**config.mk**
```make
export PLATFORM = sky130hd
export DESIGN_NAME = fpu_arbiter_flat
export DESIGN_NICKNAME = d
export VERILOG_FILES = /design/src/rtl/fpu_arbiter_if.sv /design/src/rtl/fpu_arbiter.sv /design/src/flat_wrapper.sv
export SDC_FILE = /design/constraint.sdc
export NUM_CORES = 1
export LEC_CHECK = 0
export ABC_AREA = 0
export CAP_MARGIN = 20
export CELL_PAD_IN_SITES_DETAIL_PLACEMENT = 1
export CELL_PAD_IN_SITES_GLOBAL_PLACEMENT = 2
export CORE_MARGIN = 8
export CORE_UTILIZATION = 25
export DETAILED_ROUTE_END_ITERATION = 12
export PLACE_DENSITY = 0.95
export SLEW_MARGIN = 25
export SYNTH_ARGS = -nofsm -noshare
export SYNTH_HDL_FRONTEND = slang
export SYNTH_SLANG_ARGS = --single-unit
```
**constraint.sdc**
```tcl
create_clock -name clk -period 4.8 [get_ports clk]
set_input_delay 0.72 -clock clk [delete_from_list [all_inputs] [get_ports clk]]
set_output_delay 0.72 -clock clk [all_outputs]
set_load 0.005 [all_outputs]
```
**src/rtl/fpu_arbiter_if.sv**
```systemverilog
// fpu_arbiter_if: bundles the two-requester request/response channels and the FPU-side
// control/data signals of fpu_arbiter.
//   slave  modport: the arbiter's view (requests and FPU results in, grants/responses/FPU
//                   controls out).
//   master modport: the environment's view (requesters plus the FPU itself).
// Signals:
//   req_valid/req_ready [1:0], req_op [5:0], req_a/req_b [63:0], req_rnd [5:0]
//   rsp_valid/rsp_ready [1:0], rsp_data [31:0], rsp_flags [8:0]
//   fpu_in1/fpu_in2 [31:0], fpu_opcode/fpu_round [2:0], fpu_act, fpu_rstp
//   fpu_out [31:0], fpu_flags [7:0], fpu_done
interface fpu_arbiter_if;
  logic [1:0]  req_valid;
  logic [1:0]  req_ready;
  logic [5:0]  req_op;
  logic [63:0] req_a;
  logic [63:0] req_b;
  logic [5:0]  req_rnd;
  logic [1:0]  rsp_valid;
  logic [1:0]  rsp_ready;
  logic [31:0] rsp_data;
  logic [8:0]  rsp_flags;
  logic [31:0] fpu_in1;
  logic [31:0] fpu_in2;
  logic [2:0]  fpu_opcode;
  logic [2:0]  fpu_round;
  logic        fpu_act;
  logic        fpu_rstp;
  logic [31:0] fpu_out;
  logic [7:0]  fpu_flags;
  logic        fpu_done;

  modport slave (
    input  req_valid, req_op, req_a, req_b, req_rnd, rsp_ready, fpu_out, fpu_flags, fpu_done,
    output req_ready, rsp_valid, rsp_data, rsp_flags, fpu_in1, fpu_in2, fpu_opcode, fpu_round,
           fpu_act, fpu_rstp
  );

  modport master (
    output req_valid, req_op, req_a, req_b, req_rnd, rsp_ready, fpu_out, fpu_flags, fpu_done,
    input  req_ready, rsp_valid, rsp_data, rsp_flags, fpu_in1, fpu_in2, fpu_opcode, fpu_round,
           fpu_act, fpu_rstp
  );
endinterface

```
**src/rtl/fpu_arbiter.sv**
```systemverilog
// fpu_arbiter: round-robin arbiter sharing one FPU between two requesters.
// A granted request is latched, the FPU is held in reset for one CLR cycle, activated in
// RUN until a qualified fpu_done, and the registered result is offered in RESP until the
// granted requester accepts it.
// Ports:
//   clk  - clock, rising edge
//   rstn - asynchronous active-low reset
//   bus  - fpu_arbiter_if.slave (requester channels and FPU interface)
// Parameter TIMEOUT (2..255): RUN-cycle limit when the timeout feature is built.
// Optional feature: define FPU_ARB_TIMEOUT_EN to abort a stuck FPU operation with a NaN
// result and the timeout flag set; without it RUN waits indefinitely.
module fpu_arbiter #(
  parameter int unsigned TIMEOUT = 64
) (
  input logic         clk,
  input logic         rstn,
  fpu_arbiter_if.slave bus
);

  typedef enum logic [1:0] {StIdle, StClr, StRun, StResp} state_e;

  state_e      state_q, state_d;
  logic        prio_q, prio_d;
  logic        gnt_q, gnt_d;
  logic [2:0]  op_q, op_d;
  logic [2:0]  rnd_q, rnd_d;
  logic [31:0] a_q, a_d;
  logic [31:0] b_q, b_d;
  logic [7:0]  cnt_q, cnt_d;
  logic [31:0] data_q, data_d;
  logic [8:0]  flags_q, flags_d;

  logic        gnt_idx;
  logic        done_ok;
  logic [1:0]  ready;

`ifdef FPU_ARB_TIMEOUT_EN
  localparam logic [7:0] CntMax = 8'(TIMEOUT - 1);
`else
  logic unused_timeout;
  assign unused_timeout = ^8'(TIMEOUT);
`endif

  // With both valid the pointer decides; with one valid, bit 0 clear means requester 1.
  assign gnt_idx = (bus.req_valid == 2'b11) ? prio_q : ~bus.req_valid[0];
  // The first RUN cycle may still see a done left over from before the FPU reset.
  assign done_ok = bus.fpu_done && (cnt_q != 8'd0);

  always_comb begin
    state_d = state_q;
    prio_d  = prio_q;
    gnt_d   = gnt_q;
    op_d    = op_q;
    rnd_d   = rnd_q;
    a_d     = a_q;
    b_d     = b_q;
    cnt_d   = cnt_q;
    data_d  = data_q;
    flags_d = flags_q;
    ready   = 2'b00;
    unique case (state_q)
      StIdle: begin
        if (|bus.req_valid) begin
          ready[gnt_idx] = 1'b1;
          gnt_d   = gnt_idx;
          op_d    = gnt_idx ? bus.req_op[5:3]   : bus.req_op[2:0];
          rnd_d   = gnt_idx ? bus.req_rnd[5:3]  : bus.req_rnd[2:0];
          a_d     = gnt_idx ? bus.req_a[63:32]  : bus.req_a[31:0];
          b_d     = gnt_idx ? bus.req_b[63:32]  : bus.req_b[31:0];
          state_d = StClr;
        end
      end
      StClr: begin
        cnt_d   = 8'd0;
        state_d = StRun;
      end
      StRun: begin
        cnt_d = cnt_q + 8'd1;
        if (done_ok) begin
          data_d  = bus.fpu_out;
          flags_d = {bus.fpu_flags, 1'b0};
          state_d = StResp;
`ifdef FPU_ARB_TIMEOUT_EN
        end else if (cnt_q == CntMax) begin
          data_d  = 32'h7FC0_0000;
          flags_d = 9'b0_0000_1001;
          state_d = StResp;
`endif
        end
      end
      StResp: begin
        if (bus.rsp_ready[gnt_q]) begin
          prio_d  = ~gnt_q;
          state_d = StIdle;
        end
      end
      default: state_d = StIdle;
    endcase
  end

  always_ff @(posedge clk or negedge rstn) begin
    if (!rstn) begin
      state_q <= StIdle;
      prio_q  <= 1'b0;
      gnt_q   <= 1'b0;
      op_q    <= 3'd0;
      rnd_q   <= 3'd0;
      a_q     <= 32'd0;
      b_q     <= 32'd0;
      cnt_q   <= 8'd0;
      data_q  <= 32'd0;
      flags_q <= 9'd0;
    end else begin
      state_q <= state_d;
      prio_q  <= prio_d;
      gnt_q   <= gnt_d;
      op_q    <= op_d;
      rnd_q   <= rnd_d;
      a_q     <= a_d;
      b_q     <= b_d;
      cnt_q   <= cnt_d;
      data_q  <= data_d;
      flags_q <= flags_d;
    end
  end

  always_comb begin
    // IDLE grant is combinational from req_valid, so it must be masked during reset.
    bus.req_ready  = rstn ? ready : 2'b00;
    bus.rsp_valid  = 2'b00;
    bus.rsp_data   = 32'd0;
    bus.rsp_flags  = 9'd0;
    bus.fpu_in1    = 32'd0;
    bus.fpu_in2    = 32'd0;
    bus.fpu_opcode = 3'd0;
    bus.fpu_round  = 3'd0;
    bus.fpu_act    = (state_q == StRun);
    bus.fpu_rstp   = (state_q == StIdle) || (state_q == StClr);
    if (state_q != StIdle) begin
      bus.fpu_in1    = a_q;
      bus.fpu_in2    = b_q;
      bus.fpu_opcode = op_q;
      bus.fpu_round  = rnd_q;
    end
    if (state_q == StResp) begin
      bus.rsp_valid = gnt_q ? 2'b10 : 2'b01;
      bus.rsp_data  = data_q;
      bus.rsp_flags = flags_q;
    end
  end

endmodule

```
**src/flat_wrapper.sv**
```systemverilog
// flat-port wrapper written by rule: the top's interface ports become plain ports
module fpu_arbiter_flat 
#(
  parameter int unsigned TIMEOUT = 64
)
  (clk, rstn, bus_req_valid, bus_req_op, bus_req_a, bus_req_b, bus_req_rnd, bus_rsp_ready, bus_fpu_out, bus_fpu_flags, bus_fpu_done, bus_req_ready, bus_rsp_valid, bus_rsp_data, bus_rsp_flags, bus_fpu_in1, bus_fpu_in2, bus_fpu_opcode, bus_fpu_round, bus_fpu_act, bus_fpu_rstp);
  fpu_arbiter_if bus_i ();
  input logic clk;
  input logic rstn;
  input wire logic [$bits(bus_i.req_valid)-1:0] bus_req_valid;
  input wire logic [$bits(bus_i.req_op)-1:0] bus_req_op;
  input wire logic [$bits(bus_i.req_a)-1:0] bus_req_a;
  input wire logic [$bits(bus_i.req_b)-1:0] bus_req_b;
  input wire logic [$bits(bus_i.req_rnd)-1:0] bus_req_rnd;
  input wire logic [$bits(bus_i.rsp_ready)-1:0] bus_rsp_ready;
  input wire logic [$bits(bus_i.fpu_out)-1:0] bus_fpu_out;
  input wire logic [$bits(bus_i.fpu_flags)-1:0] bus_fpu_flags;
  input wire logic [$bits(bus_i.fpu_done)-1:0] bus_fpu_done;
  output wire logic [$bits(bus_i.req_ready)-1:0] bus_req_ready;
  output wire logic [$bits(bus_i.rsp_valid)-1:0] bus_rsp_valid;
  output wire logic [$bits(bus_i.rsp_data)-1:0] bus_rsp_data;
  output wire logic [$bits(bus_i.rsp_flags)-1:0] bus_rsp_flags;
  output wire logic [$bits(bus_i.fpu_in1)-1:0] bus_fpu_in1;
  output wire logic [$bits(bus_i.fpu_in2)-1:0] bus_fpu_in2;
  output wire logic [$bits(bus_i.fpu_opcode)-1:0] bus_fpu_opcode;
  output wire logic [$bits(bus_i.fpu_round)-1:0] bus_fpu_round;
  output wire logic [$bits(bus_i.fpu_act)-1:0] bus_fpu_act;
  output wire logic [$bits(bus_i.fpu_rstp)-1:0] bus_fpu_rstp;
  assign bus_i.req_valid = bus_req_valid;
  assign bus_i.req_op = bus_req_op;
  assign bus_i.req_a = bus_req_a;
  assign bus_i.req_b = bus_req_b;
  assign bus_i.req_rnd = bus_req_rnd;
  assign bus_i.rsp_ready = bus_rsp_ready;
  assign bus_i.fpu_out = bus_fpu_out;
  assign bus_i.fpu_flags = bus_fpu_flags;
  assign bus_i.fpu_done = bus_fpu_done;
  assign bus_req_ready = bus_i.req_ready;
  assign bus_rsp_valid = bus_i.rsp_valid;
  assign bus_rsp_data = bus_i.rsp_data;
  assign bus_rsp_flags = bus_i.rsp_flags;
  assign bus_fpu_in1 = bus_i.fpu_in1;
  assign bus_fpu_in2 = bus_i.fpu_in2;
  assign bus_fpu_opcode = bus_i.fpu_opcode;
  assign bus_fpu_round = bus_i.fpu_round;
  assign bus_fpu_act = bus_i.fpu_act;
  assign bus_fpu_rstp = bus_i.fpu_rstp;
  fpu_arbiter #(.TIMEOUT(TIMEOUT)) u_core (.clk(clk), .rstn(rstn), .bus(bus_i));
endmodule
```
* Yosys cells after proc, flatten, opt, wreduce, memory -nomap -nowiden
Cells that the tools add are included.
** Word-level totals
- Register bits after elaboration :: 122
- Output and inout port bits :: 117
- Word-level logic and storage cells :: 60
** Cells by class
- Magnitude comparators :: 3
- Reductions and logical operators :: 12
- Equal/unequal tests :: 7
- Muxes and demuxes :: 25
- Add/subtract/negate cells :: 1
- Bitwise gates (word level) :: 2
** Operator list (count)
- 32-bit two-way mux :: 5
- 2-bit two-way mux :: 8
- 8-bit one-hot mux with 2 select lines :: 1
- 3-bit two-way mux :: 4
- 9-bit two-way mux :: 1
- 8-bit by 1-bit adder with 8-bit output (second input constant) :: 1
- 2-bit one-hot mux with 4 select lines :: 1
- 8-bit nonzero test :: 1
- 2-bit == test (second input constant) :: 3
- 2-bit by 1-bit != test with 1-bit output (second input constant) :: 3
- 2-bit AND reduction :: 3
- 1-bit by 2-bit < comparator with 1-bit output (second input constant) :: 2
- 1-bit two-way mux :: 4
- 2-bit nonzero test :: 2
- 3-bit AND reduction :: 1
- 2-bit by 1-bit == test with 1-bit output (second input constant) :: 1
- 1-bit logical AND :: 2
- 2-bit zero test :: 1
- 1-bit inverter :: 2
- 2-bit OR reduction :: 1
- 1-bit demux with 1-bit select :: 1
- 1-bit >= comparator (second input constant) :: 1
- 1-bit logical OR :: 1

* Longest topological paths before layout
Gate-level depths: netlist (run 1).
- Depth in word-level cells :: 9
- Mapped depth :: 7

* Worst setup path after synthesis (run 1)
No wires, ideal clock.
- Path type :: in2out
- Start :: input bus_req_valid[0]
- End :: output bus_req_ready[0]
- Buffers on the path :: 2
- Arrival :: 1682 ps
- Stages on the path :: 4
- Path slack :: 2398 ps
- Data required time :: 4080 ps
- Path through :: a21boi_0 > buf_2 > buf_1 > and3_1
** Between the ends
- Word-level cells in the longest chain between the ends :: 9
- Elaborated cells on any way between the ends :: 12
- Those cells by class :: order compare (2); eq/ne (1); mux (6); bitwise (1); reduce/logical (2)
** Ends and longest elaborated chain
- start, declared :: line flat_wrapper.sv:10 : input wire logic [$bits(bus_i.req_valid)-1:0] bus_req_valid;
- 2-bit == test / 1-bit inverter (equally long branches) :: line fpu_arbiter.sv:45 : assign gnt_idx = (bus.req_valid == 2'b11) ? prio_q : ~bus.req_valid[0];
- 1-bit two-way mux :: line fpu_arbiter.sv:45
- 1-bit by 2-bit < comparator with 1-bit output (implied by the code) / 1-bit >= comparator (equally long branches) :: line fpu_arbiter.sv:64 : ready[gnt_idx] = 1'b1;
- 1-bit logical AND (implied by the code) :: line fpu_arbiter.sv:64
- 1-bit two-way mux (implied by the code) :: line fpu_arbiter.sv:64
- 1-bit demux with 1-bit select
- 2-bit two-way mux (*) :: line fpu_arbiter.sv:63 : if (|bus.req_valid) begin
- 2-bit two-way mux (*) :: line fpu_arbiter.sv:61 : unique case (state_q)
- 2-bit two-way mux (*) :: line fpu_arbiter.sv:129 : bus.req_ready = rstn ? ready : 2'b00;
- end, declared :: line flat_wrapper.sv:19 : output wire logic [$bits(bus_i.req_ready)-1:0] bus_req_ready;
Every way passes the cells marked *; elsewhere a longest branch is shown, timed or not.

* Worst setup path in the final report (run 1)
- Start :: register u_core.state_q[0]
- End :: output bus_fpu_in1[27]
** Between the ends
- Word-level cells in the longest chain between the ends :: 2
** Ends and longest elaborated chain
- start, declared :: line fpu_arbiter.sv:22 : state_e state_q, state_d;
- start signal, assigned :: line fpu_arbiter.sv:103 : state_q <= StIdle;
- start signal, assigned :: line fpu_arbiter.sv:114 : state_q <= state_d;
- 2-bit nonzero test :: line fpu_arbiter.sv:139 : if (state_q != StIdle) begin
- 32-bit two-way mux :: line fpu_arbiter.sv:139
- end, declared :: line flat_wrapper.sv:23 : output wire logic [$bits(bus_i.fpu_in1)-1:0] bus_fpu_in1;
Every way passes these cells.

==> impl_metrics.json, run 1 <==
{
  "finalCritPeriodShare_pct": 75.3,
  "p_int_mw": 3.90,
  "ys_async_sr_fraction_pct": 100,
  "vias": 5243,
  "crit_path_cell_trace": "inv_1 > ha_2 > buf_4 > buf_4 > nor2b_1 > clkdlybuf4s50_1",
  "overflow": 0,
  "seqPwrFrac_pct": 30.2,
  "ir_drop_mv": 0.212,
  "drc": 0,
  "drv_slew": 0,
  "finalSetupTns_ns": 0,
  "outcome": "finished clean",
  "fillCellCount": 2704,
  "synth.avg_cell_area_um2": 10.4,
  "clk_latency_ns": 0.41,
  "grt_max_degree": 91,
  "crit-reg2reg-launch": "u_core.state_q[0]",
  "initial_utilization_pct": 25.4,
  "synth_largest_area_cell": "dfrtp_1",
  "synth_top_cell_area_share_pct": 49.6,
  "antenna_found_initial": 1,
  "yosysWarnings": 0,
  "critical_path_arrival_ns": 2.89,
  "path_clk_slew_ns": 0.06,
  "worst_pin_slew_ns": 0.783,
  "groute.usage.overall_pct": 14.3,
  "die_x_um": 173,
  "dieArea_um2": 29900,
  "cts_sinks": 122,
  "fin_skew_ns": 0.00866,
  "cts-root-buf": "clkbuf_16",
  "setup.worst_path.start": "u_core.state_q[0]",
  "cts_hold_buf": 0,
  "via_per_inst": 4.31,
  "antenna_left": 0,
  "critPathLaunchType": "flip-flop",
  "synth_ff_type": "dfrtp_1",
  "cts_resized": 0,
  "cts_buffers": 17,
  "crit_path_max_fanout": 29,
  "drive_gt1_share_pct": 9.98,
  "slew_headroom_pct": 47.8,
  "timing.rr.end": "u_core.a_q[4]",
  "wire_per_inst_um": 17.5,
  "hold_viol_final": 0,
  "fp-row-count": 57,
  "htree_num_levels": 4,
  "setup_ws_ns": 1.19,
  "setup_viol": 0,
  "max_stage_delay_ns": 0.53,
  "drt-total-wl_um": 21200,
  "crit_required_ns": 4.08,
  "min_period_ns": 3.61,
  "cts_tree": "yes",
  "synth_most_common_cell": "dfrtp_1",
  "post_cts_buffers": 0,
  "syn_area_um2": 6150,
  "core_area_um2": 24200,
  "globalplace.congestion": 0.721,
  "ys_seq_area_share_pct": 49.6,
  "rsz0062_at_grt": "no",
  "worst-r2r-cell-count": 6,
  "io_buffers": 302,
  "syn_nets": 785,
  "ios": 304,
  "dpl.hpwl_um": 16200,
  "num_antenna_cells": 0,
  "synthTopCellsByArea": "dfrtp_1 (50%), mux2i_1 (12%), nor2b_1 (7.3%), mux2_2 (7.1%), o21ai_0 (6.3%)",
  "r2r_setup_slack_ns": 2.17,
  "grt_pass1_vias": 5923,
  "final_nets": 1073,
  "hold_path.class": "in2async",
  "syn_to_final_growth_pct": 64.7,
  "synth_seq_cells": 122,
  "power.density_nw_per_um2": 567,
  "drt_iter0_markers": 248,
  "critPathKind": "reg2out",
  "netSwitchingPower_mw": 1.85,
  "synthCells": 591,
  "synth_edf_count": 0,
  "netlist-cell-type-count": 36,
  "drt-pass1-iter-count": 4,
  "pwr-share-clk_pct": 24.0,
  "synthTopCellsByCount": "dfrtp_1 (122), nand2_1 (78), o21ai_0 (78)",
  "max_cap_violations": 0,
  "power_frac_comb_pct": 45.8,
  "p_leak_nw": 4.22,
  "cpMaxStageDelayCell": "ha_2",
  "critPathMostFrequentCell": "buf_4",
  "worst_setup_path_end_kind": "output port",
  "power.share.switching_pct": 32.2,
  "grt_pass1_wl_um": 34100,
  "die_y_um": 173,
  "fmax_mhz": 277,
  "endpoint": "bus_fpu_in1[27]",
  "dp_slack_ns": 1.55,
  "cts_max_path_buffers": 2
}
## cell usage in the layout, fill, tap and decap left out, types with 3 or more instances in the layout
master           netlist  layout
clkbuf_1              29       3
buf_4                  1       8
ha_1                   7       5
clkbuf_16              0      17
nand3_1                3       3
nor2_1                 4       4
and2_1                41      41
clkdlybuf4s50_1        0     301
dfrtp_1              122     122
mux2i_1               72      72
nand2_1               78      78
a21oi_1                4       4
mux2_2                39      39
o21ai_0               78      78
bufinv_16              0       4
inv_1                  6       6
nor2b_1               72      72
clkinv_4               0       3
## per-layer routing
| metal | track usage, % | share of wire [%] |
|---|---|---|
| met2 | 24.6 | 49 |
| met4 | 3.16 | 0.90 |
| met1 | 16.1 | 42 |
| met3 | 6.53 | 8.2 |
| met5 | 0 | 0.061 |
## cell families after synthesis
group | share of synthesized area, %
and+or+nand+nor | 18.0
DFF | 49.6
muxes | 19.3
AOI/OAI and AO/OA | 7.79
buffers and inverters | 3.62
adders and majority gates | 1.42
other | 0.0610
xor gates and xnor gates | 0.142
## worst max-delay path, delay by kind of cell, from the launching register on
kind | cells | cell delay, ns
AND/OR/NAND/NOR | 1 | 0.10
flip-flops | 1 | 0.40
buffers and inverters | 4 | 1.41
adder cells (fa/ha/maj) | 1 | 0.53
## through the flow
step | hold WS, ns | cells | cell area (um^2) | power (mW) | utilization (%)
5_1_grt | 0.421 | 1216 | 10100 | 6.18 | 41.8
4_1_cts | 0.377 | 1216 | 10100 | 5.87 | 41.8
2_1_floorplan | 0.424 | 591 | 6150 | 2.94 | -
3_5_place_dp | 0.463 | 1184 | 9500 | 4.45 | 39.2
3_3_place_gp | 0.453 | 1183 | 9470 | 4.34 | 39.0
6_report | 0.376 | 1216 | 10100 | 5.74 | 41.8
## how the worst min path moves through the flow
stage / start / end / slack, ns / cells after the start
2_1_floorplan: rstn / u_core.a_q[0] / 0.42 / 0
3_3_place_gp: u_core.a_q[25] / u_core.a_q[25] / 0.45 / 2
3_5_place_dp: u_core.a_q[21] / u_core.a_q[21] / 0.46 / 2
4_1_cts: rstn / u_core.b_q[25] / 0.38 / 1
5_1_grt: rstn / u_core.b_q[25] / 0.42 / 1
6_report: rstn / u_core.b_q[25] / 0.38 / 1
## sequential cells by signal, summed over array words and instances (netlist names)
signal and cells:
u_core.a_q 32, u_core.b_q 32, u_core.data_q 32, u_core.cnt_q 8, u_core.flags_q 8, u_core.op_q 3
u_core.rnd_q 3, u_core.state_q 2, u_core.gnt_q 1, u_core.prio_q 1
## power by group through the flow
stage               Sequential [mW]  Clock, mW  Combinational [mW]
floorplan                      1.67          0                1.27
global placement               1.72          0                2.62
detailed placement             1.75          0                2.70
CTS                            1.74       1.43                2.71
global route                   1.80       1.47                2.91
finish                         1.73       1.38                2.63
## final cells by class
class                           count  area (um^2)  share of cell area [%]
Sequential cell                   122         3050                    30.1
Clock inverter                     10          166                    1.64
Multi-Input combinational cell    421         2910                    28.7
Inverter                            6         22.5                   0.222
Clock buffer                       22          464                    4.58
Tap cell                          324          405                    4.00
Timing Repair Buffer              311         3110                    30.7
No activity file was read; power rests on OpenSTA's default activity.
==> run 2, diff against run 1 <==
--- a/config.mk
+++ b/config.mk
@@ -10,9 +10,9 @@
 export CELL_PAD_IN_SITES_DETAIL_PLACEMENT = 1
 export CELL_PAD_IN_SITES_GLOBAL_PLACEMENT = 2
 export CORE_MARGIN = 8
-export CORE_UTILIZATION = 25
+export CORE_UTILIZATION = 23
 export DETAILED_ROUTE_END_ITERATION = 12
-export PLACE_DENSITY = 0.95
+export PLACE_DENSITY = 0.91
 export SLEW_MARGIN = 25
 export SYNTH_ARGS = -nofsm -noshare
 export SYNTH_HDL_FRONTEND = slang
==> constraint.sdc (replaced) <==
create_clock -name clk -period 3.5 [get_ports clk]
set_input_delay 0.525 -clock clk [delete_from_list [all_inputs] [get_ports clk]]
set_output_delay 0.525 -clock clk [all_outputs]
set_load 0.005 [all_outputs]
==> impl_metrics.json, run 2 (synthesis results as in run 1) <==
{
  "fp-row-count": 60,
  "antenna_left": 0,
  "utilization_pct": 38.0,
  "die_y_um": 180,
  "max_cap_violations": 0,
  "worst_pin_slew_ns": 0.835,
  "finalSetupTns_ns": 0,
  "timing.rr.end": "u_core.data_q[7]",
  "cts_resized": 0,
  "path_clk_slew_ns": 0.06,
  "cts_tree": "yes",
  "netSwitchingPower_mw": 2.51,
  "fmax_mhz": 343,
  "syn_to_final_growth_pct": 64.3,
  "cpMaxStageDelayCell": "ha_1",
  "post_cts_buffers": 0,
  "final_common_cell": "clkdlybuf4s50_1",
  "dieArea_um2": 32200,
  "clk_latency_ns": 0.41,
  "crit_path_cell_trace": "ha_1 > buf_4 > and2_1 > clkdlybuf4s50_1",
  "worst-r2r-cell-count": 7,
  "hold_viol_final": 0,
  "crit_required_ns": 2.97,
  "finalCritPeriodShare_pct": 83.2,
  "htree_num_levels": 4,
  "cts_buffers": 17,
  "grt_pass1_wl_um": 34800,
  "postPlaceCellArea_um2": 9520,
  "critPathLaunchType": "flip-flop",
  "r2r_setup_slack_ns": 1.10,
  "cts_max_path_buffers": 2,
  "antenna_found_initial": 1,
  "worst_setup_path_end_kind": "output port",
  "grt_max_degree": 143,
  "endpoint": "bus_rsp_data[19]",
  "wire_per_inst_um": 17.5,
  "drt-pass1-iter-count": 3,
  "drive_gt1_share_pct": 9.56,
  "setup_viol": 0,
  "vias": 5266,
  "power_frac_comb_pct": 46.6,
  "layout_common_cells": "clkdlybuf4s50_1 (301), dfrtp_1 (122), nand2_1 (78), o21ai_0 (78)",
  "top_regs": "u_core.a_q: 32 flops, u_core.b_q: 32 flops, u_core.data_q: 32 flops",
  "initial_utilization_pct": 23.1,
  "groute.usage.overall_pct": 13.6,
  "drt_iter0_markers": 132,
  "cp_num_cells": 4,
  "cts_sinks": 122,
  "holdWs_ns": 0.263,
  "grt_pass1_vias": 6037,
  "globalplace.congestion": 0.744,
  "drt-total-wl_um": 21500,
  "crit_path_max_fanout": 29,
  "critPathBufInv": 2,
  "setup.worst_path.start": "u_core.state_q[1]",
  "core_area_um2": 26600,
  "fin_skew_ns": 0.0112,
  "critical_path_arrival_ns": 2.39,
  "outcome": "finished clean",
  "slew_headroom_pct": 44.3,
  "rsz0062_at_grt": "no",
  "overflow": 0,
  "max_stage_delay_ns": 0.55,
  "crit-reg2reg-launch": "u_core.cnt_q[0]",
  "ir_drop_mv": 0.308,
  "power.share.switching_pct": 32.3,
  "cts-root-buf": "clkbuf_16",
  "hold_path.class": "in2async",
  "dpl.hpwl_um": 16100,
  "seqPwrFrac_pct": 30.3,
  "io_buffers": 302,
  "critPathKind": "reg2out",
  "cpLargestDelayFamily": "buffers and inverters",
  "final_nets": 1073,
  "cts_hold_buf": 0,
  "drv_slew": 0,
  "power.density_nw_per_um2": 771,
  "via_per_inst": 4.28,
  "finish.instance_area_um2": 10100,
  "pwr-share-clk_pct": 23.1,
  "drc": 0,
  "ios": 304,
  "die_x_um": 180,
  "p_int_mw": 5.27,
  "min_period_ns": 2.91,
  "p_leak_nw": 4.20
}
run 2: cell count changes in the layout (fill, tap and decap cells not counted):
cell | previous run | this run
clkinv_4 | 3 | 1
ha_2 | 2 | 0
buf_12 | 0 | 1
buf_16 | 1 | 0
bufinv_16 | 4 | 3
diode_2 | 0 | 1
ha_1 | 5 | 6
ha_4 | 0 | 1
run 2: final cells by class:
| cell class | instances | area [um^2] |
|---|---|---|
| inverter | 6 | 22.5 |
| tap | 341 | 427 |
| fill | 2971 | 16500 |
| antenna | 1 | 2.50 |
| clock inverter | 7 | 119 |
| sequential | 122 | 3050 |
| multi-input combinational | 421 | 2910 |
| timing repair buffer | 311 | 3100 |
| clock buffer | 22 | 464 |
run 2: per-stage QoR:
stage / cells / setup slack [ns] / power, mW
finish: 1231 / 0.587 / 7.79
global route: 1231 / 0.356 / 8.41
CTS: 1230 / 0.475 / 7.99
detailed placement: 1201 / 0.850 / 6.13
global placement: 1201 / 0.876 / 6.02
floorplan: 591 / 1.49 / 4.03
run 2: how the worst min path moves through the flow:
stage	to	slack [ns]	cells past startpoint
after floorplan	u_core.a_q[0]	0.23	0
after global placement	u_core.b_q[5]	0.45	2
after detailed placement	u_core.b_q[5]	0.46	2
after CTS	u_core.b_q[29]	0.30	2
after global routing	u_core.b_q[24]	0.32	2
final	u_core.b_q[24]	0.26	2
run 2: power by group through the flow:
stage          sequential (mW)  combinational, mW  clock (mW)
2_1_floorplan             2.29               1.75           0
3_3_place_gp              2.35               3.66           0
3_5_place_dp              2.40               3.73           0
4_1_cts                   2.37               3.75        1.86
5_1_grt                   2.45               4.03        1.92
6_report                  2.36               3.63        1.80
run 2: metal layers:
metal / global-route usage [%] / wire [um] / vias up
li1: - / - / 2552
met5: 0 / 0 / -
met1: 15.3 / 8860 / 2510
met4: 3.53 / 212 / 0
met2: 22.9 / 10500 / 188
met3: 6.19 / 1880 / 16
run 2: worst reg2reg max path, delay by kind of cell (launching register included):
kind                     cells  cell delay [ns]
adder cells (fa/ha/maj)      1             0.16
buffers and inverters        2             0.42
AO/OA/AOI/OAI                1             0.42
AND/OR/NAND/NOR              2             0.52
flip-flops                   1             0.41
multiplexers                 1             0.37
==> run 3, diff against run 2 <==
==> constraint.sdc (replaced) <==
create_clock -name clk -period 2.7 [get_ports clk]
set_input_delay 0.405 -clock clk [delete_from_list [all_inputs] [get_ports clk]]
set_output_delay 0.405 -clock clk [all_outputs]
set_load 0.005 [all_outputs]
==> impl_metrics.json, run 3 (synthesis results as in run 1) <==
{
  "postPlaceCellArea_um2": 9550,
  "top_regs": "u_core.a_q: 32 flops, u_core.b_q: 32 flops, u_core.data_q: 32 flops",
  "endpoint": "bus_req_ready[0]",
  "worst_setup_path_end_kind": "output port",
  "syn_to_final_growth_pct": 65.9,
  "cts-root-buf": "clkbuf_16",
  "clk_latency_ns": 0.42,
  "overflow": 0,
  "globalplace.congestion": 0.703,
  "cts_tree": "yes",
  "crit_required_ns": 2.30,
  "cts_sinks": 122,
  "power.density_nw_per_um2": 1000,
  "io_buffers": 302,
  "die_x_um": 180,
  "drive_gt1_share_pct": 10.6,
  "cts_buffers": 17,
  "timing.rr.end": "u_core.data_q[7]",
  "wire_per_inst_um": 17.3,
  "dieArea_um2": 32200,
  "ir_drop_mv": 0.353,
  "p_total_mw": 10.2,
  "hold_viol_final": 0,
  "layout_common_cells": "clkdlybuf4s50_1 (300), dfrtp_1 (122), nand2_1 (78), o21ai_0 (78)",
  "slew_headroom_pct": 49.9,
  "min_period_ns": 2.50,
  "p_leak_nw": 4.24,
  "vias": 5230,
  "grt_util_met2_pct": 23.0,
  "crit_path_cell_trace": "inv_1 > ha_4 > buf_12 > and3_1 > clkdlybuf4s50_1",
  "outcome": "finished clean",
  "core_area_um2": 26600,
  "rsz0062_at_grt": "no",
  "dpl.hpwl_um": 16000,
  "path_clk_slew_ns": 0.06,
  "max_stage_delay_ns": 0.56,
  "met3_usage_pct": 5.71,
  "crit-reg2reg-launch": "u_core.cnt_q[0]",
  "fin_skew_ns": 0.0118,
  "ios": 304,
  "crit_path_max_fanout": 20,
  "final_common_cell": "clkdlybuf4s50_1",
  "max_cap_violations": 0,
  "drt_iter0_markers": 154,
  "fmax_mhz": 401,
  "fp-row-count": 60,
  "finalSetupTns_ns": 0,
  "grt.busiest_layer": "met2",
  "final-seq-area_um2": 3050,
  "antenna_found_initial": 1,
  "hold_path.class": "in2async",
  "cts_max_path_buffers": 2,
  "fillCellCount": 2971,
  "critical_path_arrival_ns": 2.09,
  "drv_slew": 0,
  "groute.usage.overall_pct": 13.5,
  "finish.instance_area_um2": 10200,
  "grt_max_degree": 143,
  "r2r_setup_slack_ns": 0.35,
  "finalCritPeriodShare_pct": 92.4,
  "final_nets": 1077,
  "cpMaxStageDelayCell": "clkdlybuf4s50_1",
  "drt-pass1-iter-count": 4,
  "grt_pass1_vias": 6082,
  "initial_utilization_pct": 23.1,
  "via_per_inst": 4.22,
  "critPathLaunchType": "flip-flop",
  "worst_pin_slew_ns": 0.752,
  "dp_slack_ns": 0.262,
  "grtUsageMet1_pct": 15.8,
  "grt_pass1_wl_um": 34800,
  "multi_input_area_um2": 2910,
  "antenna_left": 0,
  "worst-r2r-cell-count": 7,
  "setup.worst_path.start": "u_core.state_q[1]",
  "setup_viol": 0,
  "drc": 0,
  "htree_num_levels": 4,
  "critPathKind": "reg2out",
  "setup_ws_ns": 0.205,
  "die_y_um": 180,
  "drt-total-wl_um": 21400
}
==> run 3: repair_timing <==
item                                   in CTS  in global routing
buffers inserted                            0                  2
pin swaps                                   1                  1
hold buffers                                1                  0
endpoints found under the hold margin      17                  0
gates cloned                                1                  0
setup endpoints to repair                   4                  1
gates resized for setup                     3                  0
==> run 3: power breakdown <==
group          internal (mW)  switching, mW  leakage (nW)
Clock                   1.39          0.903         0.275
Combinational           2.78           2.04          2.45
Sequential              2.67          0.418          1.51
==> run 3: worst min path at each step <==
stage,slack (ns),start,endpoint,cells after the start
2_1_floorplan,0.11,rstn,u_core.a_q[0],0
3_3_place_gp,0.31,rstn,u_core.flags_q[4],1
3_5_place_dp,0.32,rstn,u_core.flags_q[4],1
4_1_cts,0.41,rstn,u_core.flags_q[4],2
5_1_grt,0.43,rstn,u_core.flags_q[4],2
6_report,0.42,rstn,u_core.flags_q[4],2
==> run 3: layout make-up <==
type / instances / area share, %
Sequential cell: 122 / 29.9
Antenna cell: 1 / 0.0245
Clock buffer: 18 / 4.30
Tap cell: 341 / 4.18
Inverter: 6 / 0.221
Timing Repair Buffer: 315 / 31.3
Clock inverter: 14 / 1.45
Multi-Input combinational cell: 421 / 28.6
==> run 3: metal layers <==
layer  routed length [um]  part of all wire (%)  vias up
li1                     -                     -     2561
met1                 9160                    43     2474
met2                10500                    49      185
met3                 1610                   7.5       10
met4                  136                  0.64        0
met5                    0                     0        -
==> run 3: stage by stage <==
step | hold WS [ns] | utilization [%] | std cells
after detailed placement | 0.315 | 36.0 | 1201
after floorplan | 0.109 | - | 591
after global placement | 0.313 | 36.0 | 1201
after CTS | 0.410 | 38.3 | 1235
after global routing | 0.433 | 38.4 | 1238
final | 0.425 | 38.4 | 1238
==> run 3: worst max-delay path: cells and delay by family, from the launching register on <==
kind	cells	cell delay, ns
and+or+nand+nor	1	0.17
DFF	1	0.41
buffers and inverters	3	0.87
adders and majority gates	1	0.22
